File: config.mk
export PLATFORM = sky130hd
export DESIGN_NAME = vcmp_mask_collector
export DESIGN_NICKNAME = d
export VERILOG_FILES = /design/src/rtl/vec_pkg.sv /design/src/rtl/vcmp_mask_collector.sv
export SDC_FILE = /design/constraint.sdc
export NUM_CORES = 1
export LEC_CHECK = 0
export ABC_AREA = 0
export CAP_MARGIN = 15
export CELL_PAD_IN_SITES_DETAIL_PLACEMENT = 1
export CELL_PAD_IN_SITES_GLOBAL_PLACEMENT = 1
export CORE_MARGIN = 10
export CORE_UTILIZATION = 28
export DETAILED_ROUTE_END_ITERATION = 16
export GPL_TIMING_DRIVEN = 0
export MAX_ROUTING_LAYER = met4
export PLACE_DENSITY = 0.79
export SYNTH_ARGS = -nofsm -noshare
export SYNTH_HDL_FRONTEND = slang
export SYNTH_SLANG_ARGS = --single-unit
File: constraint.sdc
create_clock -name clk_i -period 1.4 [get_ports clk_i]
set_input_delay 0.28 -clock clk_i [delete_from_list [all_inputs] [get_ports clk_i]]
set_output_delay 0.28 -clock clk_i [all_outputs]
set_load 0.05 [all_outputs]
File: src/rtl/vec_pkg.sv
// Shared vector-unit definitions: element word field positions, FSM state encoding
// and small elaboration-time helpers.
package vec_pkg;

  typedef enum logic [1:0] {
    ST_IDLE    = 2'd0,
    ST_COLLECT = 2'd1,
    ST_WRITE   = 2'd2
  } vstate_e;

  // Field positions inside an element word of a given result width.
  function automatic int elem_valid_bit(input int dw);
    return dw + 1;
  endfunction

  function automatic int elem_mask_bit(input int dw);
    return dw;
  endfunction

  function automatic int vec_clog2(input int n);
    int r;
    r = 0;
    while ((1 << r) < n) r++;
    return r;
  endfunction

  // Bits needed to hold the value n itself (0..n).
  function automatic int vec_bits(input int n);
    return (n < 1) ? 1 : vec_clog2(n + 1);
  endfunction

endpackage

File: src/rtl/vcmp_mask_collector.sv
// Collects bit 0 of each active compare result into an MVL-bit destination mask
// and hands the finished mask to the mask-register write port.
module vcmp_mask_collector
  import vec_pkg::*;
#(
  parameter  int DATA_WIDTH = 32,
  parameter  int MVL        = 16,
  parameter  int REG_W      = 5,
  localparam int VL_W       = vec_bits(MVL)
) (
  input  logic                  clk_i,
  input  logic                  rst,
  input  logic                  start_i,
  input  logic [VL_W-1:0]       vl_i,
  input  logic                  masked_i,
  input  logic [REG_W-1:0]      dst_i,
  input  logic [MVL-1:0]        dst_old_i,
  input  logic [DATA_WIDTH+1:0] elem_i,
  output logic [MVL-1:0]        mask_o,
  output logic [REG_W-1:0]      wr_addr_o,
  output logic                  wr_valid_o,
  input  logic                  wr_ready_i,
  output logic                  busy_o,
  output logic                  done_o,
  output logic                  ovf_o
);

  localparam int VBIT = elem_valid_bit(DATA_WIDTH);
  localparam int MBIT = elem_mask_bit(DATA_WIDTH);

  vstate_e         state;
  logic [VL_W-1:0] idx;
  logic [VL_W-1:0] vl_q;
  logic [MVL-1:0]  mask_upd;

  logic elem_vld, elem_msk, elem_res, elem_act, last_elem;
  logic unused_res_hi;

  assign elem_vld  = elem_i[VBIT];
  assign elem_msk  = elem_i[MBIT];
  assign elem_res  = elem_i[0];
  assign elem_act  = !masked_i || elem_msk;
  assign last_elem = (idx == vl_q - VL_W'(1));

  // Only the LSB of the compare result carries the predicate.
  assign unused_res_hi = ^elem_i[DATA_WIDTH-1:1];

  // Decoded single-bit write into the mask at the current element index.
  always_comb begin
    mask_upd = mask_o;
    for (int i = 0; i < MVL; i++) begin
      if (idx == VL_W'(i)) mask_upd[i] = elem_res;
    end
  end

  always_ff @(posedge clk_i or posedge rst) begin
    if (rst) begin
      state      <= ST_IDLE;
      mask_o     <= '0;
      wr_addr_o  <= '0;
      idx        <= '0;
      vl_q       <= '0;
      wr_valid_o <= 1'b0;
      busy_o     <= 1'b0;
      done_o     <= 1'b0;
      ovf_o      <= 1'b0;
    end else begin
      done_o <= 1'b0;
      case (state)
        ST_IDLE: begin
          if (start_i) begin
            vl_q      <= vl_i;
            wr_addr_o <= dst_i;
            mask_o    <= dst_old_i;
            idx       <= '0;
            ovf_o     <= 1'b0;
            busy_o    <= 1'b1;
            if (vl_i == '0) begin
              state      <= ST_WRITE;
              wr_valid_o <= 1'b1;
            end else begin
              state <= ST_COLLECT;
            end
          end else if (elem_vld) begin
            ovf_o <= 1'b1;
          end
        end

        ST_COLLECT: begin
          if (elem_vld) begin
            if (elem_act) mask_o <= mask_upd;
            idx <= idx + VL_W'(1);
            if (last_elem) begin
              state      <= ST_WRITE;
              wr_valid_o <= 1'b1;
            end
          end
        end

        ST_WRITE: begin
          if (elem_vld) ovf_o <= 1'b1;
          if (wr_ready_i) begin
            state      <= ST_IDLE;
            wr_valid_o <= 1'b0;
            busy_o     <= 1'b0;
            done_o     <= 1'b1;
          end
        end

        default: begin
          state      <= ST_IDLE;
          wr_valid_o <= 1'b0;
          busy_o     <= 1'b0;
        end
      endcase
    end
  end

endmodule
==> metrics.yaml <==
global_route:
  antenna_found_initial: 0
  grt_max_degree: 38
  grt_pass1_vias: 2455
  grt-ovfl-total: 0
  grtUsageTotal_pct: 16.0
  grt_pass1_wl_um: 14000
clocking:
  worstSkewPairLatency_ns: 0.31
  cts-htree-levels: 2
  cts_buffers: 5
  cts.sinks: 37
  cts_tree: "done"
  root_buffer: "clkbuf_8"
  path_clk_slew_ns: 0.08
  cts_hold_buf: 0
  cts_max_path_buffers: 2
synth:
  yosysUniqueCellTypes: 40
  ys_warn_count: 0
  synth-edff-count: 0
  syn_area_um2: 2110
  ys_seq_elements: 37
  synth_nets: 280
  ys_seq_area_share_pct: 43.8
  syn_inst: 209
  ys.flop_type: "dfrtp_1"
  avgSynthCellArea_um2: 10.1
  ys_async_sr_fraction_pct: 100
  yosysTopAreaCellShare_pct: 43.8
  synthTopCellsByArea: "dfrtp_1 (44%), a21oi_1 (6.2%), o41ai_1 (5.4%), o31ai_1 (4.6%), mux2_2 (4.3%)"
  synth_top_cell_by_area: "dfrtp_1"
power:
  p_per_area_nw_per_um2: 2510
  worst_ir_drop_vdd_mv: 1.03
  p_leak_nw: 1.51
  p_total_mw: 9.27
min_path:
  hp-class: "in -> async"
floorplanning:
  dieArea_um2: 11400
  rows: 31
  die_w_um: 107
  start_util_pct: 29.0
  ios: 90
  design.core.area_um2: 7290
  die_y_um: 107
finish:
  fin_cells: 399
  area_growth_pct: 74.5
  utilization_pct: 50.6
  most-common-layout-cells: "dfrtp_1 (35), clkdlybuf4s50_1 (32), buf_4 (21)"
  n_fill_cell: 800
  insertedDiodeCount: 0
  drive_above_1_share_pct: 50.7
  final_common_cell: "dfrtp_1"
  fin_nets: 370
  design_area_um2: 3690
setup_path:
  end_kind: "flop"
  worstPathMaxFanout: 7
  cp_slowest_stage_delay_ns: 0.62
  critPathKind: "reg -> reg"
  cp.required_ns: 1.62
  crit_chain: "xor2_1 -> xnor2_1 -> nand4_1 -> buf_4 -> o22ai_1"
  arrival_ns: 1.86
  slowest_stage: "dfrtp_1"
  startpoint_type: "flop"
sta:
  setup_viol: 32
  skew_ns: 0.0123
  slew_headroom_pct: 44.7
  tns_ns: -4.19
  fin_crit_ns: 1.64
  layout_setup_ws_ns: -0.240
  worstMarginPinSlew_ns: 0.829
  holdWs_ns: 0.450
  slew_violations: 0
  min_period_over_period_pct: 117
  hold_violations: 0
  rsz0062_at_grt: "true"
  max_clock_freq_mhz: 610
place:
  portBuffers: 58
  dpl-instance-area_um2: 2830
  dp_hpwl_um: 4810
  dpl.cell_count: 366
  place_congestion: 0.862
  post-place-ws_ns: -0.564
detailed_routing:
  ant_nets: 0
  via_per_inst: 5.43
  drt_iter0_markers: 109
  wl_um: 9540
  firstDrtPassIters: 4
  route.detailed.drc: 0
  post_drt_wl_per_cell_um: 23.9
  vias: 2166
outcome:
  violations: "negative setup slack"
  status: "finished, violations left"
flow_run:
  cap_viol_max_count: 0
==> sequential cells by signal, indices dropped and copies added (netlist names) <==
name / cells
idx: 5
ovf_o: 1
done_o: 1
busy_o: 1
vl_q: 5
mask_o: 16
state: 2
wr_valid_o: 1
wr_addr_o: 5
==> Yosys cell counts, drive strengths merged (6+ instances only) <==
cell / number
dfrtp: 37
a21oi: 26
o31ai: 13
o41ai: 13
buf: 12
inv: 10
nor2: 10
a31oi: 9
mux2: 8
nor2b: 7
ha: 6
nand2: 6
==> power breakdown <==
group          switching, mW  total, mW  internal [mW]
Sequential             0.463       2.01           1.54
Combinational           3.88       6.47           2.60
Clock                  0.445      0.790          0.344
==> metal layers <==
| metal | vias to the layer above | wire (µm) | GRT usage (%) |
|---|---|---|---|
| li1 | 955 | - | - |
| met1 | 1122 | 3810 | 17.1 |
| met4 | 0 | 255 | 5.32 |
| met5 | - | 0 | - |
| met2 | 67 | 5070 | 29.0 |
| met3 | 22 | 399 | 3.05 |
==> kinds of logic (layout without fill, tap and decap cells) <==
logic type	Yosys count	count (layout)	share of synthesized area (%)
simple gates	44	44	12.0
flops	37	37	43.8
buf+inv	28	119	7.70
compound gates	73	73	23.1
mux	11	11	5.68
xor+xnor	10	10	4.14
fa+ha+maj	6	6	3.55
==> repair_timing <==
action | CTS | global route
gates cloned | 1 | 0
setup buffers | 20 | 5
resized for setup | 169 | 49
setup endpoints to repair | 57 | 39
pin swaps | 19 | 13
==> worst paths after layout <==
kind	startpoint	end	slack, ns	cells after the start
worst max-delay path	idx[4]	state[1]	-0.24	5
worst min-delay path	rst	mask_o[2]	0.45	2
worst max register to register	idx[4]	state[1]	-0.24	5
worst min register to register	wr_addr_o[0]	wr_addr_o[0]	0.52	1
max in group asynchronous	rst	idx[0]	0.36	2
min in group clk_i	wr_addr_o[0]	wr_addr_o[0]	0.52	1
==> worst max-delay path, delay by kind of cell, from the launching register on <==
kind / cells / cell delay [ns]
xor gates and xnor gates: 2 / 0.38
AOI/OAI and AO/OA: 1 / 0.17
and+or+nand+nor: 1 / 0.19
buffers and inverters: 1 / 0.20
DFF: 1 / 0.62
==> area by class of cell <==
cell class	instances	area (µm²)	area share (%)
flip-flops and latches	37	928	25.2
well taps	99	124	3.36
multi-input cells	144	1520	41.1
clock inverters	3	17.5	0.475
inverters	12	55.1	1.49
clock buffers	5	68.8	1.87
repair buffers	84	817	22.2
plain buffers	15	160	4.34
(Power assumes the default switching activity.)
